[config.mk]
export PLATFORM = sky130hd
export DESIGN_NAME = free_list
export DESIGN_NICKNAME = d
export VERILOG_FILES = /design/src/rtl/free_list_pkg.sv /design/src/rtl/free_list.sv
export SDC_FILE = /design/constraint.sdc
export NUM_CORES = 1
export LEC_CHECK = 0
export ABC_AREA = 1
export CAP_MARGIN = 20
export CORE_MARGIN = 2
export CORE_UTILIZATION = 62
export DETAILED_ROUTE_END_ITERATION = 12
export GPL_TIMING_DRIVEN = 0
export PLACE_DENSITY_LB_ADDON = 0.2
export SLEW_MARGIN = 20
export SYNTH_ARGS = -nofsm -noshare
export SYNTH_HDL_FRONTEND = slang
export SYNTH_SLANG_ARGS = --single-unit
export TNS_END_PERCENT = 10
[constraint.sdc]
create_clock -name clock -period 4.2 [get_ports clock]
set_clock_uncertainty 0.2 [all_clocks]
set_input_delay 0.84 -clock clock [delete_from_list [all_inputs] [get_ports clock]]
set_output_delay 0.84 -clock clock [all_outputs]
set_load 0.03 [all_outputs]
[src/rtl/free_list_pkg.sv]
//==============================================================================
// Module   : free_list_pkg
// Brief    : Shared register-file sizing and physical tag type.
// Revision : 1.0
//==============================================================================
`default_nettype none

package free_list_pkg;

  localparam int FL_NUM_PHYS_REGS = 64;
  localparam int FL_NUM_ARCH_REGS = 32;
  localparam int FL_TAG_W         = $clog2(FL_NUM_PHYS_REGS);

  typedef logic [FL_TAG_W-1:0] phys_tag_t;

endpackage

`default_nettype wire

[src/rtl/free_list.sv]
//==============================================================================
// Module   : free_list
// Brief    : Circular free list of physical register tags with one-deep
//            branch checkpoint of the head pointer.
// Revision : 1.0
//==============================================================================
`default_nettype none

module free_list
  import free_list_pkg::*;
#(
  parameter  int NUM_PHYS_REGS = FL_NUM_PHYS_REGS,
  parameter  int NUM_ARCH_REGS = FL_NUM_ARCH_REGS,
  localparam int DEPTH         = NUM_PHYS_REGS - NUM_ARCH_REGS,
  localparam int TAG_W         = $clog2(NUM_PHYS_REGS)
) (
  input  logic             clock,
  input  logic             reset,
  input  logic             alloc_req,
  output logic             alloc_valid,
  output logic [TAG_W-1:0] alloc_tag,
  input  logic             free_en,
  input  logic [TAG_W-1:0] free_tag,
  input  logic             ckpt_en,
  input  logic             rollback,
  output logic [TAG_W-1:0] free_count,
  output logic             empty,
  output logic             full,
  output logic             free_err
);

  localparam int               IDX_W    = $clog2(DEPTH);
  localparam int               PTR_W    = IDX_W + 1;
  localparam logic [PTR_W-1:0] TAIL_RST = PTR_W'(DEPTH);

  logic [TAG_W-1:0] r_mem [DEPTH];
  logic [PTR_W-1:0] r_head;
  logic [PTR_W-1:0] r_tail;
  logic [PTR_W-1:0] r_ckpt_head;
  logic             r_free_err;

  logic [PTR_W-1:0] w_count;
  logic             w_empty;
  logic             w_full;
  logic             w_alloc_go;
  logic             w_free_go;
  logic [PTR_W-1:0] w_head_next;

  // Pointers carry a wrap bit, so the plain difference is the occupancy.
  assign w_count    = r_tail - r_head;
  assign w_empty    = (w_count == '0);
  assign w_full     = (w_count == TAIL_RST);
  assign w_alloc_go = alloc_req && !w_empty && !rollback;
  assign w_free_go  = free_en && !w_full;

  always_comb begin
    w_head_next = r_head;
    if (rollback) begin
      w_head_next = r_ckpt_head;
    end else if (w_alloc_go) begin
      w_head_next = r_head + PTR_W'(1);
    end
  end

  always_ff @(posedge clock) begin
    if (!reset) begin
      for (int i = 0; i < DEPTH; i++) begin
        r_mem[i] <= TAG_W'(NUM_ARCH_REGS + i);
      end
      r_head      <= '0;
      r_tail      <= TAIL_RST;
      r_ckpt_head <= '0;
      r_free_err  <= 1'b0;
    end else begin
      r_head <= w_head_next;
      if (w_free_go) begin
        r_mem[r_tail[IDX_W-1:0]] <= free_tag;
        r_tail                   <= r_tail + PTR_W'(1);
      end
      // Checkpoint holds the post-alloc head; a mispredict takes priority.
      if (ckpt_en && !rollback) begin
        r_ckpt_head <= w_head_next;
      end
      r_free_err <= free_en && w_full;
    end
  end

  assign alloc_tag   = r_mem[r_head[IDX_W-1:0]];
  assign alloc_valid = !w_empty;
  assign free_count  = TAG_W'(w_count);
  assign empty       = w_empty;
  assign full        = w_full;
  assign free_err    = r_free_err;

endmodule

`default_nettype wire

==> flow_summary.toml <==
[floorplanning]
num_rows = 46
start_util = 0.640
core_mm2 = 0.0160
dieArea_mm2 = 0.0176
ioPinCount = 28
die_height_um = 133
die_w_um = 133

[drt]
wl_per_cell_um = 24.4
drc = 0
dr.pass1.iters = 6
drtIter0Drc = 1411
viasPerCell = 6.55
routed_wl_mm = 33.3
num_vias = 8909
ant_nets = 0

[synth]
synth_seq_cells = 211
ys_seq_area_frac = 0.600
synth_cells = 1078
synthDistinctLibCells = 31
avgSynthCellArea_um2 = 9.50
synth_nets = 1101
synth_warnings = 0
syn-cell-area_mm2 = 0.0102

[global_routing]
grtUsageTotal = 0.376
grt_start_max_net_pins = 15
grt_pass1_wl_mm = 48.7
antenna_found_initial = 1
first_global_vias = 8143
grt_remaining_overflow = 0

[worst_setup_path]
reg2reg_from = "r_head[4]"
worstPathRequired_ns = 3.16
reg2reg_setup_slack_ns = 0.67
cp.arrival_ns = 3.03
crit_path_end_kind = "output pin"
worstPathMaxFanout = 10
startpoint_type = "flip-flop"
reg2reg_depth = 15
r2r-end = "r_mem[30][4]"
worstSetupPathType = "reg2out"

[timing]
rsz0062_at_grt = "false"
fmax_mhz = 246
worst_slew_pin_slew_ns = 1.05
fin_setup_tns_ns = 0
hold_viol = 0
whs_ns = 0.341
fin_crit_sh = 0.969
slew_violations = 0
setup_viol = 0
post-route-min-period_ns = 4.07
slew_headroom = 0.295

[pwr]
power.switching_mw = 1.39
pwr-share-clk = 0.394
power.total_mw = 5.09
ir_drop_mv = 0.394
combPwrFrac = 0.144
power_density_mw_per_mm2 = 440
power.internal_mw = 3.71
power.leakage_nw = 4.05
seqPwrFrac = 0.462
switching_share = 0.272

[run_status]
outcome = "completed"

[layout]
utilization = 0.723
area_growth_pct = 13.0
drive_gt1_frac = 0.0988
fin_nets = 1152

[placement]
io_buffer_count = 26
gp_congestion = 1.01
place_hpwl_mm = 22.7

[worst_hold_path]
hp-class = "reg2reg"
min_path_cells = 2
holdPathEnd = "r_head[5]"
hp-start = "r_ckpt_head[5]"

[clocking]
clock-sinks = 211
cts_tree = "yes"
ctsHoldBuffers = 0
numCtsBuffers = 22
clock_path_buffers = 3
clk_latency_ns = 0.51
cts_root_buf = "clkbuf_16"
htreeDepth = 1
clk_pin_slew_worst_paths_ns = 0.06

[run]
drv_cap = 0
## cell families after synthesis
family | synth area share
AO/OA/AOI/OAI | 0.0990
XOR/XNOR | 0.000856
adder cells (fa/ha/maj) | 0.0142
buffers and inverters | 0.0581
flip-flops | 0.600
AND/OR/NAND/NOR | 0.228
## critical path, stage by stage (launching register included)
cell	delay [ns]
dfxtp_1	0.36
buf_2	0.19
clkinv_1	0.12
clkbuf_1	0.51
o21ai_0	0.18
o22ai_1	0.29
nand2_1	0.13
nand3_1	0.11
nor2_1	0.07
nor2_1	0.28
clkbuf_2	0.27
## worst max path at each step
stage	from	end	cells after the start
global route	r_head[4]	alloc_valid	9
detailed placement	r_head[2]	empty	13
finish	r_head[0]	alloc_tag[4]	10
CTS	r_head[2]	empty	12
global placement	r_head[2]	empty	13
floorplan	r_head[2]	empty	13
## cells in the mapped netlist
master    count  area share
nor2_1      212       0.078
edfxtp_1    192        0.56
nand3_1     151       0.074
nand2_1     129       0.047
o21ai_0     109       0.053
clkbuf_1     72       0.026
inv_1        50       0.018
o22ai_1      33       0.020
a21oi_1      24       0.012
dfxtp_1      19       0.037
ha_1         10       0.012
buf_4         9      0.0066
nor2_2        9      0.0055
o211ai_1      9      0.0066
nand2_2       7      0.0043
nor3_1        6      0.0029
nand4_1       5      0.0031
a31oi_1       4      0.0024
buf_2         4      0.0020
nor2_8        4      0.0078
buf_6         3      0.0033
clkinv_1      3      0.0011
o21a_1        3      0.0022
o221ai_1      3      0.0026
nand2_4       2      0.0022
and2_1        1     0.00061
fa_1          1      0.0020
inv_2         1     0.00037
nand3_4       1      0.0017
nor4_1        1     0.00061
xor2_1        1     0.00086
## routing by layer
layer | vias to the layer above | routed length [um] | global-route usage
met4 | 2 | 1570 | 0.167
met1 | 4074 | 11600 | 0.511
met3 | 144 | 5370 | 0.117
met5 | - | 29 | 0
li1 | 3850 | - | -
met2 | 839 | 14700 | 0.562
## through the flow
step,instances,setup slack [ns],area (um^2)
after floorplan,1078,0.746,10200
after detailed placement,1320,-0.337,10800
after global routing,1360,0.0397,11600
after global placement,1320,-0.388,10800
after CTS,1358,-0.0907,11500
final,1361,0.131,11600
## area by class of cell
cell class | count | area (um^2)
sequential | 211 | 6150
tap | 216 | 270
fill | 1238 | 4430
multi-input combinational | 725 | 3500
timing repair buffer | 29 | 275
clock inverter | 13 | 141
inverter | 54 | 206
antenna | 1 | 2.50
buffer | 86 | 434
clock buffer | 26 | 587
## timing repair
item	CTS	global route
cloned	0	0
buffers inserted	0	3
endpoints found under the setup margin	13	10
gates resized for setup	32	34
## cells in the final DEF, fill, tap and decap left out, types with 5 or more instances in the layout
master           Yosys  routed
o21ai_0            109     109
o211ai_1             9       9
clkbuf_1            72      47
buf_4                9      12
clkbuf_2             0      20
nor3_1               6       6
o22ai_1             33      33
inv_1               50      48
nand4_1              5       5
clkdlybuf4s50_1      0      17
dfxtp_1             19      17
nand3_1            151     151
clkbuf_4             0       7
edfxtp_1           192     192
buf_2                4       6
clkbuf_16            0      23
nand2_1            129     128
clkinv_2             0       7
ha_1                10       9
a21oi_1             24      24
nor2_2               9      10
clkinv_1             3       5
nor2_1             212     211
nand2_2              7       8
## power groups by stage
| stage | Sequential, mW | Clock [mW] | Combinational (mW) |
|---|---|---|---|
| final | 2.36 | 2.01 | 0.732 |
| after detailed placement | 2.40 | 0 | 0.695 |
| after CTS | 2.35 | 1.98 | 0.697 |
| after global routing | 2.36 | 2.06 | 0.768 |
| after global placement | 2.39 | 0 | 0.690 |
| after floorplan | 2.39 | 0 | 0.424 |
## state kept, by name, indices dropped and copies added (netlist names)
register / count
r_tail: 6
r_head: 6
r_ckpt_head: 6
r_mem: 192
free_err: 1
(Power assumes the default switching activity.)
